===== config.mk =====
export PLATFORM = sky130hd
export DESIGN_NAME = rel_cmp_stage
export DESIGN_NICKNAME = d
export VERILOG_FILES = /design/src/rtl/rel_cmp_stage.sv
export SDC_FILE = /design/constraint.sdc
export NUM_CORES = 1
export LEC_CHECK = 0
export CAP_MARGIN = 20
export CORE_MARGIN = 3
export CORE_UTILIZATION = 30
export DETAILED_ROUTE_END_ITERATION = 16
export DONT_BUFFER_PORTS = 1
export GPL_TIMING_DRIVEN = 0
export SLEW_MARGIN = 0
export SYNTH_ARGS = -nofsm -noshare
export SYNTH_HDL_FRONTEND = slang
export SYNTH_SLANG_ARGS = --single-unit

===== constraint.sdc =====
create_clock -name clk -period 4.1 [get_ports clk]
set_input_delay 0.82 -clock clk [delete_from_list [all_inputs] [get_ports clk]]
set_output_delay 0.82 -clock clk [all_outputs]
set_load 0.02 [all_outputs]

===== src/rtl/rel_cmp_stage.sv =====
`default_nettype none
// +------------------------------------------------------------------------+
// | Module  : rel_cmp_stage                                                |
// | Brief   : Relational compare stage. Evaluates a <op> b on acceptance,  |
// |           queues {c, op, err} in a 2-entry in-order FIFO and keeps a   |
// |           saturating count of accepted true results.                   |
// |           Optional macro CMP_SIGNED_EN: two's-complement comparison.   |
// | Revision: 1.0 - initial release                                        |
// +------------------------------------------------------------------------+
module rel_cmp_stage #(
  parameter int WIDTH = 3,
  parameter int CNT_W = 8
) (
  input  logic             clk,
  input  logic             rst,
  input  logic             in_valid,
  output logic             in_ready,
  input  logic [WIDTH-1:0] a,
  input  logic [WIDTH-1:0] b,
  input  logic [2:0]       op,
  output logic             out_valid,
  input  logic             out_ready,
  output logic             c,
  output logic [2:0]       c_op,
  output logic             err,
  input  logic             clr,
  output logic [CNT_W-1:0] true_cnt
);

  localparam logic [1:0]       C_FULL    = 2'd2;
  localparam logic [CNT_W-1:0] C_CNT_MAX = {CNT_W{1'b1}};

  // Operand views: the signed build reinterprets the same bits.
`ifdef CMP_SIGNED_EN
  logic signed [WIDTH-1:0] w_a;
  logic signed [WIDTH-1:0] w_b;
  assign w_a = $signed(a);
  assign w_b = $signed(b);
`else
  logic [WIDTH-1:0] w_a;
  logic [WIDTH-1:0] w_b;
  assign w_a = a;
  assign w_b = b;
`endif

  logic       w_c;
  logic       w_err;
  logic       w_push;
  logic       w_pop;
  logic [1:0] r_count;
  logic       r_wr_ptr;
  logic       r_rd_ptr;
  logic [4:0] r_mem [0:1];

  // Evaluate the requested relation; illegal ops yield c=0 with err set.
  always_comb begin
    w_c   = 1'b0;
    w_err = 1'b0;
    case (op)
      3'd0:    w_c = (w_a <  w_b);
      3'd1:    w_c = (w_a >  w_b);
      3'd2:    w_c = (w_a <= w_b);
      3'd3:    w_c = (w_a >= w_b);
      3'd4:    w_c = (w_a == w_b);
      3'd5:    w_c = (w_a != w_b);
      default: w_err = 1'b1;
    endcase
  end

  // Handshakes are qualified only by registered occupancy, so a pop while
  // full cannot open in_ready in the same cycle.
  assign in_ready  = (r_count != C_FULL);
  assign out_valid = (r_count != 2'd0);
  assign w_push    = in_valid && in_ready;
  assign w_pop     = out_valid && out_ready;

  // Head entry drives the outputs; an empty FIFO presents zeros.
  assign {c, c_op, err} = out_valid ? r_mem[r_rd_ptr] : 5'd0;

  // Occupancy and pointer bookkeeping.
  always_ff @(posedge clk) begin
    if (rst) begin
      r_count  <= 2'd0;
      r_wr_ptr <= 1'b0;
      r_rd_ptr <= 1'b0;
    end else begin
      if (w_push) r_wr_ptr <= ~r_wr_ptr;
      if (w_pop)  r_rd_ptr <= ~r_rd_ptr;
      if (w_push && !w_pop)      r_count <= r_count + 2'd1;
      else if (!w_push && w_pop) r_count <= r_count - 2'd1;
    end
  end

  // Entry storage, written with the result computed at acceptance.
  always_ff @(posedge clk) begin
    if (rst) begin
      r_mem[0] <= 5'd0;
      r_mem[1] <= 5'd0;
    end else if (w_push) begin
      r_mem[r_wr_ptr] <= {w_c, op, w_err};
    end
  end

  // Saturating true-result counter; clear wins over a same-cycle increment.
  always_ff @(posedge clk) begin
    if (rst || clr) begin
      true_cnt <= '0;
    end else if (w_push && w_c && (true_cnt != C_CNT_MAX)) begin
      true_cnt <= true_cnt + 1'b1;
    end
  end

endmodule
`default_nettype wire


Yosys cells after proc, flatten, opt, wreduce, memory -nomap -nowiden:

Memories as Yosys holds them, arrays and structs flattened. A register that Yosys moved wholly into a read port is not among the register bits.
Index checks and enable logic that the tools add are counted.
Widths: inputs -> output; s select.

* bits in registers: 12
* latch bits: 0
* memory bits (writable): 10
* ROM bits: 0
* output and inout bits: 15
* logic and storage cells: 52
* memories: 1

Memories
* r_mem: depth 2, bits a word 5, read ports 1, clocked after Yosys merged registers in 1, wr ports 2, line 53 `logic [4:0] r_mem [0:1];`

* add/subtract/negate cells: 3
* $mul: 0
* divide/modulo/power cells: 0
* $lt $le $gt $ge: 4
* equal/unequal tests: 9
* shifts and indexed selects: 0
* multiplexer cells: 15
* bitwise gates (word level): 2
* reduce and logical (&&, ||, !) cells: 14

Operators with widths (number)
* $mux 1: 10
* $mux 5: 2
* $add 8x1->8 const B: 1
* $ne 8x8->1 const B: 1
* $eq 3x2->1 const B: 2
* $eq 3x3->1 const B: 2
* $logic_and 1x1->1: 6
* $pmux 1 s6: 1
* $reduce_or 6->1: 1
* $reduce_or 5->1: 1
* $mux 2: 2
* $reduce_bool 2->1: 2
* $eq 3x1->1 const B: 1
* $eq 3x3->1: 1
* $ge 3x3->1: 1
* $gt 3x3->1: 1
* $le 3x3->1: 1
* $logic_not 3->1: 1
* $lt 3x3->1: 1
* $ne 3x3->1: 1
* $add 2x1->2 const B: 1
* $logic_not 1->1: 2
* $ne 2x2->1 const B: 1
* $not 1->1: 2
* other kinds (2): 2

Depth between registers and ports, before layout:

* depth after elaboration: 7
* mapped depth: 8
* mapped depth without buffers: 7

Worst setup path before layout:

No wires, ideal clock.

* kind: input-to-reg
* start point: in b[2]
* end point: reg true_cnt[6]
* setup time: 119 ps
* arrival: 2215 ps
* required time: 3981 ps
* slack: 1766 ps
* stages: 8
* path through: inv_1 ha_1 and3b_1 nor3_1 nor3b_2 buf_4 or2_4 o221a_2

* cells in the longest elaborated chain, start to end: 4

RTL lines
* start, declared: line 19 `input logic [WIDTH-1:0] b,`
* $ge 3x3->1 (tied with other cells): line 63 `3'd3: w_c = (w_a >= w_b);`
* $pmux 1 s6 (*): line 59 `case (op)`
* $logic_and 1x1->1 (*) (2 in a row): line 108 `end else if (w_push && w_c && (true_cnt != C_CNT_MAX)) begin`
* end signal, assigned: line 109 `true_cnt <= true_cnt + 1'b1;`
* end, declared: line 27 `output logic [CNT_W-1:0] true_cnt`

Mark *: on every way between the ends. The rest lies on a longest branch, timed or not.
A chain may end at the register's enable or synchronous reset.

Worst setup path in the final report:

* start point: in b[2]
* end point: reg true_cnt[0]

The elaborated chain is that of the path after synthesis.

==> flow_summary_export.csv <==
group,metric,value,unit
setup_path,critical_path.top_delay_family,"simple AND/OR/NAND/NOR gates",
place,numPortBuffers,0,
die,floorplan.die.width,71.19,um
timing,timing.final.max_slew_violations,0,
flow_run,drv_cap,0,
yosys,flip_flop_and_latch_count_after_synthesis,23,
timing,achievable-frequency,457.6,MHz
setup_path,crit_required,4.28,ns
outcome,outcome,"finished, final reports clean",
setup_path,crit_buf_inv,2,
setup_path,setup.worst_path.start,"b[2]",
route,viasPerCell,5.255,
yosys,synth_top_area_cell,"sky130_fd_sc_hd__edfxtp_1",
setup_path,worst_path_cell_chain,"inv_1 -> ha_1 -> and3b_1 -> nor3_1 -> nor3b_2 -> buf_4 -> or2_4 -> o31ai_1",
cells_and_area,number_of_filler_cells_placed_in_the_layout,419,
timing,worst_pin_slew,0.5386,ns
place,placed_cells_incl_taps,180,
place,gp_congestion,0.8384,
setup_path,regToRegEndpoint,"r_count[1]",
timing,grt_setup_unrepaired,"false",
cells_and_area,area.sequential,560.5,um2
setup_path,worstSetupPathDepth,8,
place,dpl.hpwl,2061,um
die,ioPinCount,29,
yosys,yosysMostFrequentCell,"sky130_fd_sc_hd__dfxtp_1",
route,postRouteWirelength,2625,um
clock_tree,cts_resized,0,
timing,finalCritPeriodShare,0.5330,
timing,timing.setup.tns,0,ns
yosys,async_flop_share,0,
worst_hold_path,worst_hold_check_path_type,"flop to flop",
setup_path,ff2ff_setup_slack,2.04,ns
timing,worst_slew_margin_rel,0.6396,
power,power.static_leakage,0.0005257,uW
clock_tree,cts_tree,"yes",
clock_tree,clock_sink_count,23,
clock_tree,cts.repair_timing.setup_buffer_count,0,
die,floorplan.initialDensity,0.3142,
clock_tree,htreeDepth,1,
cells_and_area,drive_gt1_frac,0.09701,
cells_and_area,flow.area_growth_from_synthesis,8.538,%
yosys,synthesis.nets,149,
yosys,synth_seq_area_share,0.4396,
clock_tree,ctsRootBufferMaster,"sky130_fd_sc_hd__clkbuf_8",
yosys,post_synth_instance_area,1275,um2
setup_path,reg_to_reg_startpoint,"r_count[1]",
yosys,synth_largest_type_area_fraction,0.2355,
timing,hold_violations,0,
setup_path,timing.critical_path.arrival,2.36,ns
global_route,antenna_found_initial,0,
clock_tree,cts_buffer_count,3,
yosys,yosysWarningCount,0,
cells_and_area,finalNonFillerCells,184,
global_route,grt_start_max_net_pins,14,
global_route,global_router_s_overall_resource_usage,0.1013,
yosys,ys_top_cells_by_count,"sky130_fd_sc_hd__dfxtp_1 (13), sky130_fd_sc_hd__nor2_1 (12), sky130_fd_sc_hd__edfxtp_1 (10), sky130_fd_sc_hd__nand2_1 (10), sky130_fd_sc_hd__mux2i_1 (8)",
yosys,postSynth.topFlopCell,"sky130_fd_sc_hd__dfxtp_1",
power,irDropWorstVdd,0.2358,mV
route,drt_drc_violations_left,0,
global_route,gr-usage-met1,0.1207,
route,via_count,967,
die,floorplan.core_area,4058,um2
setup_path,worstSetupStartpointType,"input port",
yosys,unique_cell_type_count_in_the_yosys_netlist,39,
setup_path,worstPathMaxFanout,10,
yosys,synthCells,130,
cells_and_area,number_of_antenna_repair_diodes,0,
setup_path,worst_r2r_path_depth,6,
clock_tree,clkLatencyLatePin,0.26,ns
die,floorplan.die.height,71.19,um
power,power_density,459.2,nW/um2
global_route,grt_pass1_vias,904,
route,route.detailed.wl_per_inst,14.27,um
clock_tree,clk_path_buf_depth,2,
yosys,avgSynthCellArea,9.807,um2
timing,timing.final.crit_period,2.185,ns
die,die_area,5068,um2
route,drt_first_iter_violations,37,
die,rows,23,
global_route,use_met3,0.05256,
setup_path,endpoint_kind,"flop",
clock_tree,clkTransAtPathRegs,0.08,ns
setup_path,worst_setup_path_endpoint,"true_cnt[0]",
cells_and_area,design.final.nets,154,
setup_path,critPathSlowestCell,"sky130_fd_sc_hd__ha_1",
global_route,grt_residual_overflow,0,
global_route,gr-usage-met2,0.1704,
setup_path,critical_path_class,"input port to flop",
route,route.antenna.remaining_nets,0,
yosys,leading_post_synthesis_cells_by_cell_area,"sky130_fd_sc_hd__edfxtp_1 (24%), sky130_fd_sc_hd__dfxtp_1 (20%), sky130_fd_sc_hd__mux2i_1 (6.3%)",
cells_and_area,multi_input_area,669.4,um2
timing,clock_skew,0.003418,ns
clock_tree,cts_hold_buf,0,
global_route,busiest_layer,"met2",
setup_path,timing.critical_path.slowest_cell_delay,0.31,ns
yosys,number_of_synthesized_flops_with_an_enable_pin,10,
global_route,grt_first_pass_wirelength,4167,um
timing,report.final.setup_viol,0,
route,detail_route.first_pass.iterations,4,
worst min-delay path by stage:
stage	from	to	cells after the start
floorplan	r_count[1]	r_count[1]	2
global placement	r_count[1]	r_count[1]	2
detailed placement	r_rd_ptr	flop	2
CTS	r_count[1]	r_count[1]	2
global route	r_count[1]	r_count[1]	2
finish	r_rd_ptr	flop	2
cells in the final DEF, fill, tap and decap left out, types with 3 or more instances in the layout:
master,synthesis,final
sky130_fd_sc_hd__and2_1,6,6
sky130_fd_sc_hd__and3_1,5,5
sky130_fd_sc_hd__clkbuf_8,0,3
sky130_fd_sc_hd__dfxtp_1,13,13
sky130_fd_sc_hd__edfxtp_1,10,10
sky130_fd_sc_hd__ha_1,5,5
sky130_fd_sc_hd__inv_1,5,5
sky130_fd_sc_hd__mux2i_1,8,8
sky130_fd_sc_hd__nand2_1,10,10
sky130_fd_sc_hd__nand3_1,4,4
sky130_fd_sc_hd__nand4_1,3,3
sky130_fd_sc_hd__nor2_1,12,12
sky130_fd_sc_hd__nor3_1,5,5
sky130_fd_sc_hd__o31ai_1,4,4
sky130_fd_sc_hd__or3_1,5,5
sky130_fd_sc_hd__xor2_1,4,4
layer usage:
layer / vias to the layer above / wire, um
li1: 483 / -
met1: 452 / 1121
met2: 30 / 1263
met3: 2 / 234
met4: 0 / 6
met5: - / 0
logic make-up (layout without fill, tap and decap cells):
group | count (synthesis) | after routing | synth area share
flops | 23 | 23 | 0.4396
compound gates | 19 | 19 | 0.1168
mux | 8 | 8 | 0.06281
buf+inv | 9 | 13 | 0.03533
simple gates | 61 | 61 | 0.2620
xor+xnor | 5 | 5 | 0.03435
fa+ha+maj | 5 | 5 | 0.04907
sequential cells by signal, indices dropped and copies added, names as in the netlist, named ones only:
name,count
r_count,2
r_mem,10
r_rd_ptr,1
r_wr_ptr,1
true_cnt,8
power by group:
group	leakage [uW]	switching, uW	internal [uW]
Sequential	0.000212	20.4	275
Clock	0.0000255	73.8	67.8
Combinational	0.000288	129	69.2
Total	0.000526	223	412
metrics by stage:
stage	hold slack (ns)	power (uW)	util	setup slack (ns)	area, um2
after floorplan	0.4665	465.6	-	1.766	1275
after global placement	0.4760	492.6	0.3296	1.687	1338
after detailed placement	0.5025	502.9	0.3296	1.634	1338
after CTS	0.5218	644.9	0.3410	1.928	1384
after global routing	0.5441	676.2	0.3410	1.771	1384
final	0.5171	635.4	0.3410	1.915	1384
worst register-to-register path, delay by kind of cell, from the launching register on:
family | cells | cell delay (ns)
and+or+nand+nor | 3 | 0.94
AOI/OAI and AO/OA | 1 | 0.14
buffers and inverters | 1 | 0.17
adders and majority gates | 1 | 0.36
DFF | 1 | 0.37
final cells by class:
cell class	instances	share of cell area
clock inverter	1	0.003617
inverter	5	0.01356
multi-input combinational	98	0.4837
buffer	4	0.01899
tap	50	0.04521
sequential	23	0.4051
clock buffer	3	0.02984
(Power assumes the default switching activity.)
